--- src/rtl/oled_pkg.sv ---
// Shared definitions for the oledControl send-port arbiters.
package oled_pkg;

    localparam int unsigned BYTE_W             = 8;
    localparam int unsigned NUM_REQ_DEF        = 4;
    localparam int unsigned TIMEOUT_CYCLES_DEF = 2_000_000;

    typedef enum logic [1:0] {
        ARB_IDLE,
        ARB_ISSUE,
        ARB_RELEASE
    } arb_state_e;

endpackage

--- src/rtl/oled_send_arbiter_rr_pick.sv ---
// rr_pick: combinational round-robin selector, lowest valid index at or above rr_ptr, with wrap.
module rr_pick #(
    parameter int unsigned NUM_REQ = 4,
    parameter int unsigned ID_W    = 3
) (
    input  logic [NUM_REQ-1:0] req_valid,
    input  logic [ID_W-1:0]    rr_ptr,
    output logic               any,
    output logic [ID_W-1:0]    winner
);

    logic [ID_W-1:0] lo_win;
    logic [ID_W-1:0] hi_win;
    logic            hi_found;

    // Descending scans so the last hit is the lowest index of each half.
    always_comb begin
        lo_win   = '0;
        hi_win   = '0;
        hi_found = 1'b0;
        for (int j = NUM_REQ - 1; j >= 0; j--) begin
            if (req_valid[j]) begin
                lo_win = ID_W'(j);
                if (ID_W'(j) >= rr_ptr) begin
                    hi_win   = ID_W'(j);
                    hi_found = 1'b1;
                end
            end
        end
        any    = |req_valid;
        winner = hi_found ? hi_win : lo_win;
    end

endmodule

--- src/rtl/oled_send_arbiter.sv ---
// Message-granular round-robin arbiter in front of the oledControl byte-send port.
// Optional send timeout enabled by defining OLED_ARB_TIMEOUT_EN.
module oled_send_arbiter
    import oled_pkg::*;
#(
    parameter int unsigned NUM_REQ        = NUM_REQ_DEF,
    parameter int unsigned ID_W           = 3,
    parameter int unsigned TIMEOUT_CYCLES = TIMEOUT_CYCLES_DEF
) (
    input  logic                      clock,
    input  logic                      reset_n,
    input  logic [NUM_REQ-1:0]        req_valid,
    input  logic [BYTE_W*NUM_REQ-1:0] req_data,
    input  logic [NUM_REQ-1:0]        req_last,
    output logic [NUM_REQ-1:0]        req_ack,
    output logic                      busy,
    output logic [ID_W-1:0]           grant_id,
    output logic [BYTE_W-1:0]         sendData,
    output logic                      sendDataValid,
`ifdef OLED_ARB_TIMEOUT_EN
    output logic                      timeout_err,
`endif
    input  logic                      sendDone
);

    arb_state_e        state_q, state_d;
    logic [ID_W-1:0]   grant_q, grant_d;
    logic [ID_W-1:0]   rr_ptr_q, rr_ptr_d;
    logic [BYTE_W-1:0] data_q, data_d;
    logic              valid_q, valid_d;
    logic              last_q, last_d;
    logic [NUM_REQ-1:0] ack_q, ack_d;

    logic              pick_any;
    logic [ID_W-1:0]   pick_win;
    logic [ID_W-1:0]   sel_id;
    logic [BYTE_W-1:0] sel_byte;
    logic              sel_valid;
    logic              sel_last;
    logic              ack_fire;
    logic              adv_ptr;

`ifdef OLED_ARB_TIMEOUT_EN
    logic [31:0] tmo_cnt_q, tmo_cnt_d;
    logic        tmo_err_q, tmo_err_d;
    logic        tmo_fire;
`endif

    rr_pick #(
        .NUM_REQ (NUM_REQ),
        .ID_W    (ID_W)
    ) u_rr_pick (
        .req_valid (req_valid),
        .rr_ptr    (rr_ptr_q),
        .any       (pick_any),
        .winner    (pick_win)
    );

    // Idle looks at the fresh winner; otherwise the owner's lane is the only one that matters.
    always_comb begin
        sel_id    = (state_q == ARB_IDLE) ? pick_win : grant_q;
        sel_byte  = '0;
        sel_valid = 1'b0;
        sel_last  = 1'b0;
        for (int i = 0; i < NUM_REQ; i++) begin
            if (sel_id == ID_W'(i)) begin
                sel_byte  = req_data[i*BYTE_W +: BYTE_W];
                sel_valid = req_valid[i];
                sel_last  = req_last[i];
            end
        end
    end

`ifdef OLED_ARB_TIMEOUT_EN
    assign tmo_fire = (state_q != ARB_IDLE) && (tmo_cnt_q >= TIMEOUT_CYCLES - 1);
`endif

    always_comb begin
        state_d  = state_q;
        grant_d  = grant_q;
        rr_ptr_d = rr_ptr_q;
        data_d   = data_q;
        valid_d  = valid_q;
        last_d   = last_q;
        ack_fire = 1'b0;
        adv_ptr  = 1'b0;
`ifdef OLED_ARB_TIMEOUT_EN
        tmo_err_d = tmo_err_q;
`endif

        unique case (state_q)
            ARB_IDLE: begin
                if (pick_any && !sendDone) begin
                    grant_d = pick_win;
                    data_d  = sel_byte;
                    valid_d = 1'b1;
                    state_d = ARB_ISSUE;
                end
            end
            ARB_ISSUE: begin
                if (sendDone) begin
                    valid_d  = 1'b0;
                    ack_fire = 1'b1;
                    last_d   = sel_last;
                    state_d  = ARB_RELEASE;
                end
            end
            ARB_RELEASE: begin
                // Hold off until oledControl has closed the previous handshake.
                if (!sendDone) begin
                    if (last_q) begin
                        adv_ptr = 1'b1;
                        state_d = ARB_IDLE;
                    end else if (sel_valid) begin
                        data_d  = sel_byte;
                        valid_d = 1'b1;
                        state_d = ARB_ISSUE;
                    end
                end
            end
            default: state_d = ARB_IDLE;
        endcase

`ifdef OLED_ARB_TIMEOUT_EN
        if (tmo_fire) begin
            valid_d   = 1'b0;
            ack_fire  = 1'b1;
            adv_ptr   = 1'b1;
            tmo_err_d = 1'b1;
            state_d   = ARB_IDLE;
        end
        tmo_cnt_d = (state_q == ARB_IDLE || state_d != state_q) ? '0 : tmo_cnt_q + 32'd1;
`endif

        if (adv_ptr) begin
            rr_ptr_d = (grant_q == ID_W'(NUM_REQ - 1)) ? '0 : grant_q + 1'b1;
        end

        for (int i = 0; i < NUM_REQ; i++) begin
            ack_d[i] = ack_fire && (grant_q == ID_W'(i));
        end
    end

    always_ff @(posedge clock or negedge reset_n) begin
        if (!reset_n) begin
            state_q  <= ARB_IDLE;
            grant_q  <= '0;
            rr_ptr_q <= '0;
            data_q   <= '0;
            valid_q  <= 1'b0;
            last_q   <= 1'b0;
            ack_q    <= '0;
        end else begin
            state_q  <= state_d;
            grant_q  <= grant_d;
            rr_ptr_q <= rr_ptr_d;
            data_q   <= data_d;
            valid_q  <= valid_d;
            last_q   <= last_d;
            ack_q    <= ack_d;
        end
    end

`ifdef OLED_ARB_TIMEOUT_EN
    always_ff @(posedge clock or negedge reset_n) begin
        if (!reset_n) begin
            tmo_cnt_q <= '0;
            tmo_err_q <= 1'b0;
        end else begin
            tmo_cnt_q <= tmo_cnt_d;
            tmo_err_q <= tmo_err_d;
        end
    end

    assign timeout_err = tmo_err_q;
`endif

    assign req_ack       = ack_q;
    assign busy          = (state_q != ARB_IDLE);
    assign grant_id      = grant_q;
    assign sendData      = data_q;
    assign sendDataValid = valid_q;

endmodule
--- config.mk ---
export PLATFORM = sky130hd
export DESIGN_NAME = oled_send_arbiter
export DESIGN_NICKNAME = d
export VERILOG_FILES = /design/src/rtl/oled_pkg.sv /design/src/rtl/oled_send_arbiter_rr_pick.sv /design/src/rtl/oled_send_arbiter.sv
export SDC_FILE = /design/constraint.sdc
export NUM_CORES = 1
export LEC_CHECK = 0
export BUFFER_PORTS_ARGS = -buffer_cell sky130_fd_sc_hd__buf_2
export CORE_MARGIN = 5
export CORE_UTILIZATION = 48
export CTS_CLUSTER_SIZE = 16
export DETAILED_ROUTE_END_ITERATION = 16
export PLACE_DENSITY = 0.84
export SETUP_SLACK_MARGIN = 0.5
export SLEW_MARGIN = 20
export SYNTH_ARGS = -nofsm -noshare
export SYNTH_HDL_FRONTEND = slang
export SYNTH_HIERARCHICAL = 1
export SYNTH_SLANG_ARGS = --single-unit
--- constraint.sdc ---
create_clock -name clock -period 3.2 [get_ports clock]
set_input_delay 0.48 -clock clock [delete_from_list [all_inputs] [get_ports clock]]
set_output_delay 0.48 -clock clock [all_outputs]
set_load 0.05 [all_outputs]
==> results of run 1 <==
layer usage:
layer / global-route usage / vias up / part of all wire
met5: 0 / - / 0
met4: 0.06091 / 0 / 0.0090
met3: 0.02361 / 4 / 0.049
met2: 0.2995 / 47 / 0.50
met1: 0.2425 / 694 / 0.44
li1: - / 735 / -
final cells by class:
class                           instances  area (um2)  share of cell area
Timing Repair Buffer                   65       344.1              0.1789
Tap cell                               44       55.05             0.02863
Multi-Input combinational cell        123       893.4              0.4645
Inverter                               15       56.30             0.02928
Clock buffer                            3       22.52             0.01171
Sequential cell                        22       551.8              0.2869
per-stage QoR:
stage	power [mW]	utilization	hold slack [ns]	instances	worst slack, ns
2_1_floorplan	1.460	-	0.1844	167	0.5544
3_3_place_gp	1.715	0.6127	0.4592	267	0.2849
3_5_place_dp	1.738	0.6127	0.4696	267	0.2751
4_1_cts	1.883	0.6254	0.1278	272	0.5718
5_1_grt	2.045	0.6299	0.1493	272	0.4822
6_report	1.899	0.6299	0.1156	272	0.5975
final timing paths:
check / from / to / slack [ns] / depth (start not counted)
setup / recovery: rr_ptr_q[1] / sendData[5] / 0.60 / 8
hold / removal: reset_n / sendData[1] / 0.12 / 1
setup reg to reg: rr_ptr_q[1] / sendData[5] / 0.60 / 8
hold reg to reg: sendDataValid / sendDataValid / 0.50 / 2
max in group asynchronous: reset_n / rr_ptr_q[1] / 2.72 / 1
min in group clock: req_data[28] / sendData[4] / 0.48 / 3
worst register-to-register path: stages, from the launching register on:
cell and delay (ns):
dfrtp_2 0.47, a21boi_2 0.19, o22ai_1 0.10, a22o_1 0.23, or4_4 0.45, o31ai_4 0.10
o21ai_4 0.11, a2111o_1 0.52, mux2_4 0.34
logic make-up (layout without fill, tap and decap cells):
| kind of cell | count (synthesis) | after routing | share of synthesized area |
|---|---|---|---|
| AND/OR/NAND/NOR | 49 | 49 | 0.1751 |
| multiplexers | 12 | 12 | 0.09284 |
| other | 1 | 1 | 0.002441 |
| buffers and inverters | 22 | 83 | 0.06677 |
| flip-flops | 22 | 22 | 0.3583 |
| adder cells (fa/ha/maj) | 4 | 4 | 0.03257 |
| AO/OA/AOI/OAI | 57 | 57 | 0.2720 |
report_power, final:
group          switching (mW)  leakage (nW)  internal [mW]
registers               0.146         0.279          0.386
clock network          0.0799        0.0138         0.0440
logic                   0.775         0.676          0.467
total                    1.00         0.969          0.898
synth_stat cells (5+ instances only):
| cell | number |
|---|---|
| o21a_1 | 6 |
| nand2_1 | 9 |
| inv_1 | 14 |
| mux2i_1 | 6 |
| o22ai_1 | 5 |
| nor2_1 | 10 |
| nand3_1 | 8 |
| dfrtp_1 | 22 |
| o21ai_0 | 15 |
| a221oi_1 | 8 |
| a21oi_1 | 7 |
state kept, by name, summed over array words and instances (netlist names):
register       count
last_q             1
sendData           8
sendDataValid      1
req_ack            4
state_q            2
rr_ptr_q           3
grant_id           3
timing repair:
item                                    CTS  global route
endpoints found under the setup margin    8             8
resized for setup                         2             5
endpoints found under the hold margin     0             0
pin swaps                                 1             1
setup buffers                             2             0
==> impl_metrics.py, run 1 <==
metrics = {
    "run_status": {
        "status": "finished, final reports clean",
    },
    "synthesis": {
        "yosys.area.top_type": "dfrtp_1",
        "yosys-top-cells-area": "dfrtp_1 36%, o21ai_0 4.9%, a221oi_1 4.6%",
        "ys_seq_area_frac": 0.3583,
        "syn_inst": 167,
        "async_flop_share": 1.000,
        "yosysUniqueCellTypes": 47,
        "synth_area_um2": 1536,
        "synth_edf_count": 0,
        "yosysTopAreaCellShare": 0.3583,
        "yosys_most_used_dff": "dfrtp_1",
        "ys_seq_elements": 22,
        "yosys_warnings": 6,
        "syn_nets": 214,
        "syn_avg_cell_area_um2": 9.200,
    },
    "place": {
        "dp_hpwl_um": 3151,
        "dpl_cell_area_um2": 1871,
        "portBuffers": 59,
        "globalplace.congestion": 0.8969,
    },
    "layout": {
        "fin_area_um2": 1923,
        "antennaDiodeCount": 0,
        "n_fill_cell": 282,
        "final_cell_mix": "59 x buf_2, 21 x dfrtp_1, 14 x inv_1, 14 x o21ai_0",
        "mostFrequentLayoutCell": "buf_2",
        "drive_gt1_frac": 0.3772,
        "area_growth_pct": 25.16,
        "final_nets": 277,
    },
    "clock_tree": {
        "cts_tree": "done",
        "cts_hold_repair.buffers": 0,
        "max-clock-path-buffers": 2,
        "cts_buffers": 3,
        "path_clk_slew_ns": 0.12,
        "cts.sinks": 22,
        "cts_root_buf": "clkbuf_4",
        "clk_latency_ns": 0.31,
        "htreeDepth": 1,
    },
    "floorplanning": {
        "num_rows": 20,
        "io_pins": 60,
        "core_area_um2": 3053,
        "start_util": 0.5033,
        "die_w_um": 66.58,
        "die_area_um2": 4432,
        "die_y_um": 66.58,
    },
    "global_route": {
        "grt_use_total": 0.1814,
        "grt_max_degree": 23,
        "overflow": 0,
        "antenna_found_initial": 0,
        "grt_pass1_wl_um": 6299,
        "grt_pass1_vias": 1418,
    },
    "worst_hold_path": {
        "hp-class": "in -> async",
    },
    "worst_setup_path": {
        "slowest_delay_ns": 0.52,
        "path_buf_inv": 0,
        "cp_max_fo": 7,
        "crit_type": "reg -> reg",
        "end_kind": "flop",
        "worstPathArrival_ns": 2.81,
        "cpLargestDelayFamily": "compound AO/OA/AOI/OAI gates",
        "crit_chain": "a21boi_2, o22ai_1, a22o_1, or4_4, o31ai_4, o21ai_4, a2111o_1, mux2_4",
        "critical_path.startpoint_type": "flop",
        "slowest_stage": "a2111o_1",
        "required_ns": 3.41,
    },
    "sta": {
        "period_minus_slack_ns": 2.603,
        "rsz0062_at_grt": "no",
        "fin_crit_sh": 0.8133,
        "timing.fmax_ghz": 0.3842,
        "drv_slew": 0,
        "hold_violations": 0,
        "setup-violations-final": 0,
        "fin_skew_ns": 0.009686,
        "tightest_slew_ns": 0.5867,
        "slew_headroom": 0.6058,
        "tns_ns": 0,
    },
    "power": {
        "power_density_nw_per_um2": 987.2,
        "max-vdd-ir-drop_mv": 0.4523,
        "p_leak_nw": 0.9685,
    },
    "drt": {
        "drtIter0Drc": 51,
        "drc": 0,
        "wire_per_inst_um": 14.63,
        "num_vias": 1480,
        "ant_nets": 0,
        "viasPerCell": 5.441,
        "drtPass1Iterations": 4,
        "routed_wl_um": 3978,
    },
    "run": {
        "drv_cap": 0,
    },
}
Power figures use the tool's default switching activity.
==> run 2, diff against run 1 <==
--- a/config.mk
+++ b/config.mk
@@ -7,10 +7,10 @@
 export LEC_CHECK = 0
 export BUFFER_PORTS_ARGS = -buffer_cell sky130_fd_sc_hd__buf_2
 export CORE_MARGIN = 5
-export CORE_UTILIZATION = 48
+export CORE_UTILIZATION = 44
 export CTS_CLUSTER_SIZE = 16
 export DETAILED_ROUTE_END_ITERATION = 16
-export PLACE_DENSITY = 0.84
+export PLACE_DENSITY = 0.81
 export SETUP_SLACK_MARGIN = 0.5
 export SLEW_MARGIN = 20
 export SYNTH_ARGS = -nofsm -noshare
==> constraint.sdc (replaced) <==
create_clock -name clock -period 2.1 [get_ports clock]
set_input_delay 0.315 -clock clock [delete_from_list [all_inputs] [get_ports clock]]
set_output_delay 0.315 -clock clock [all_outputs]
set_load 0.05 [all_outputs]
==> run 2 against run 1 <==
  * The run now ends with setup timing left
  * Cell area increased by 20%
  * Maximum frequency decreased by 0.27%
  * Cell count increased by 11%
  * First-iteration DRC count increased by 22%
  * Worst setup slack got worse by 1.1 ns
  * Utilization increased by 5.5 points
==> impl_metrics.py, run 2 (same netlist as run 1, synthesis figures left out) <==
metrics = {
    "run_status": {
        "status": "finished with violations",
        "violations": "setup timing",
    },
    "sta": {
        "period_minus_slack_ns": 2.609,
        "fin_skew_ns": 0.007392,
        "timing.fmax_ghz": 0.3832,
        "fin_crit_sh": 1.243,
        "setup-violations-final": 12,
        "fin_worst_hold_slack_ns": 0.3013,
        "drv_slew": 0,
        "fin_ws_ns": -0.5095,
        "rsz0062_at_grt": "yes",
        "hold_violations": 0,
    },
    "drt": {
        "routed_wl_um": 4742,
        "wire_per_inst_um": 15.70,
        "drc": 0,
        "viasPerCell": 5.556,
        "ant_nets": 0,
        "drtIter0Drc": 62,
        "drtPass1Iterations": 4,
        "num_vias": 1678,
    },
    "power": {
        "p_sw_mw": 1.752,
        "p_leak_nw": 1.149,
        "swShare": 0.4803,
        "p_comb_frac": 0.707,
        "p_clk_frac": 0.090,
        "power_density_nw_per_um2": 1584,
        "max-vdd-ir-drop_mv": 0.7390,
        "pwr-share-seq": 0.203,
        "intPower_mw": 1.896,
    },
    "clock_tree": {
        "clk_latency_ns": 0.31,
        "cts_tree": "done",
        "path_clk_slew_ns": 0.13,
        "max-clock-path-buffers": 2,
        "htreeDepth": 1,
        "cts_buffers": 3,
        "cts_root_buf": "clkbuf_4",
        "cts.sinks": 22,
    },
    "layout": {
        "final_cell_mix": "59 x buf_2, 21 x dfrtp_1, 21 x buf_4",
        "antennaDiodeCount": 0,
        "drive_gt1_frac": 0.4766,
        "largest_reg_flops": 8,
        "fin_area_um2": 2303,
        "n_fill_cell": 274,
        "mostFrequentLayoutCell": "buf_2",
        "final_nets": 304,
        "area_growth_pct": 49.92,
    },
    "global_route": {
        "grt_max_degree": 23,
        "antenna_found_initial": 0,
        "overflow": 0,
        "grt_pass1_vias": 1631,
        "grt_pass1_wl_um": 7617,
        "grt_use_total": 0.1923,
    },
    "place": {
        "dpl_cell_area_um2": 2056,
        "globalplace.congestion": 0.9392,
        "portBuffers": 59,
        "dp_hpwl_um": 3335,
    },
    "floorplanning": {
        "io_pins": 60,
        "die_w_um": 69.10,
        "die_area_um2": 4774,
        "start_util": 0.4568,
        "die_y_um": 69.10,
        "num_rows": 21,
        "core_area_um2": 3363,
    },
    "worst_hold_path": {
        "worstHoldStart": "req_data[31]",
        "min_path_cells": 3,
        "hp-class": "in -> reg",
    },
    "worst_setup_path": {
        "crit_type": "reg -> reg",
        "cp-startpoint": "rr_ptr_q[1]",
        "timing.rr.start": "rr_ptr_q[1]",
        "end_kind": "flop",
        "slowest_stage": "a2111o_1",
        "worst-r2r-cell-count": 8,
        "crit_chain": "a21boi_2, o22ai_1, a22o_1, or4_4, o31ai_4, o21ai_4, a2111o_1, mux2_4",
        "r2r_setup_slack_ns": -0.51,
        "required_ns": 2.31,
        "cp_max_fo": 6,
        "slowest_delay_ns": 0.51,
        "worstPathArrival_ns": 2.82,
        "critical_path.startpoint_type": "flop",
    },
    "run": {
        "drv_cap": 0,
    },
}
-- run 2: path summary, 6_finish.rpt --
check / endpoint
setup / recovery: sendData[2]
hold / removal: sendData[7]
setup reg to reg: sendData[2]
hold reg to reg: sendDataValid
max in group asynchronous: rr_ptr_q[1]
min in group asynchronous: req_ack[1]
-- run 2: area by class of cell --
| class | count | area [um2] | share of cell area |
|---|---|---|---|
| Clock buffer | 3 | 22.52 | 0.009777 |
| Multi-Input combinational cell | 123 | 987.2 | 0.4286 |
| Sequential cell | 22 | 551.8 | 0.2395 |
| Timing Repair Buffer | 92 | 595.6 | 0.2586 |
| Tap cell | 46 | 57.56 | 0.02499 |
| Inverter | 15 | 58.81 | 0.02553 |
| Clock inverter | 1 | 30.03 | 0.01304 |
-- run 2: routing by layer --
layer | global-route usage | wire [um] | up-vias
met3 | 0.04070 | 346 | 22
met1 | 0.2335 | 1864 | 784
met2 | 0.3231 | 2343 | 77
li1 | - | - | 795
met5 | 0 | 0 | -
met4 | 0.08894 | 187 | 0
-- run 2: per-stage QoR --
step | TNS [ns] | std cells | setup WS [ns] | power [mW] | utilization
floorplan | -2.375 | 167 | -0.3747 | 2.340 | -
global placement | -4.412 | 289 | -0.4653 | 2.882 | 0.6112
detailed placement | -5.111 | 289 | -0.5375 | 2.924 | 0.6112
CTS | -4.751 | 301 | -0.4765 | 3.495 | 0.6652
global route | -6.344 | 302 | -0.6041 | 3.880 | 0.6849
finish | -5.183 | 302 | -0.5095 | 3.648 | 0.6849
-- run 2: repair_timing --
action,CTS,global route
pin swaps,6,10
setup buffers,7,1
hold buffers,1,0
gates resized for setup,14,10
endpoints found under the hold margin,22,0
setup endpoints to repair,12,15
-- run 2: critical path, delay by kind of cell (launching register included) --
family,cells,cell delay [ns]
DFF,1,0.48
muxes,1,0.34
AOI/OAI and AO/OA,6,1.22
and+or+nand+nor,1,0.46
-- run 2: power groups by stage --
| stage | sequential, mW | clock, mW | combinational [mW] |
|---|---|---|---|
| after floorplan | 1.10 | 0 | 1.24 |
| after global placement | 0.728 | 0 | 2.15 |
| after detailed placement | 0.734 | 0 | 2.19 |
| after CTS | 0.736 | 0.330 | 2.43 |
| after global routing | 0.767 | 0.350 | 2.76 |
| final | 0.740 | 0.327 | 2.58 |
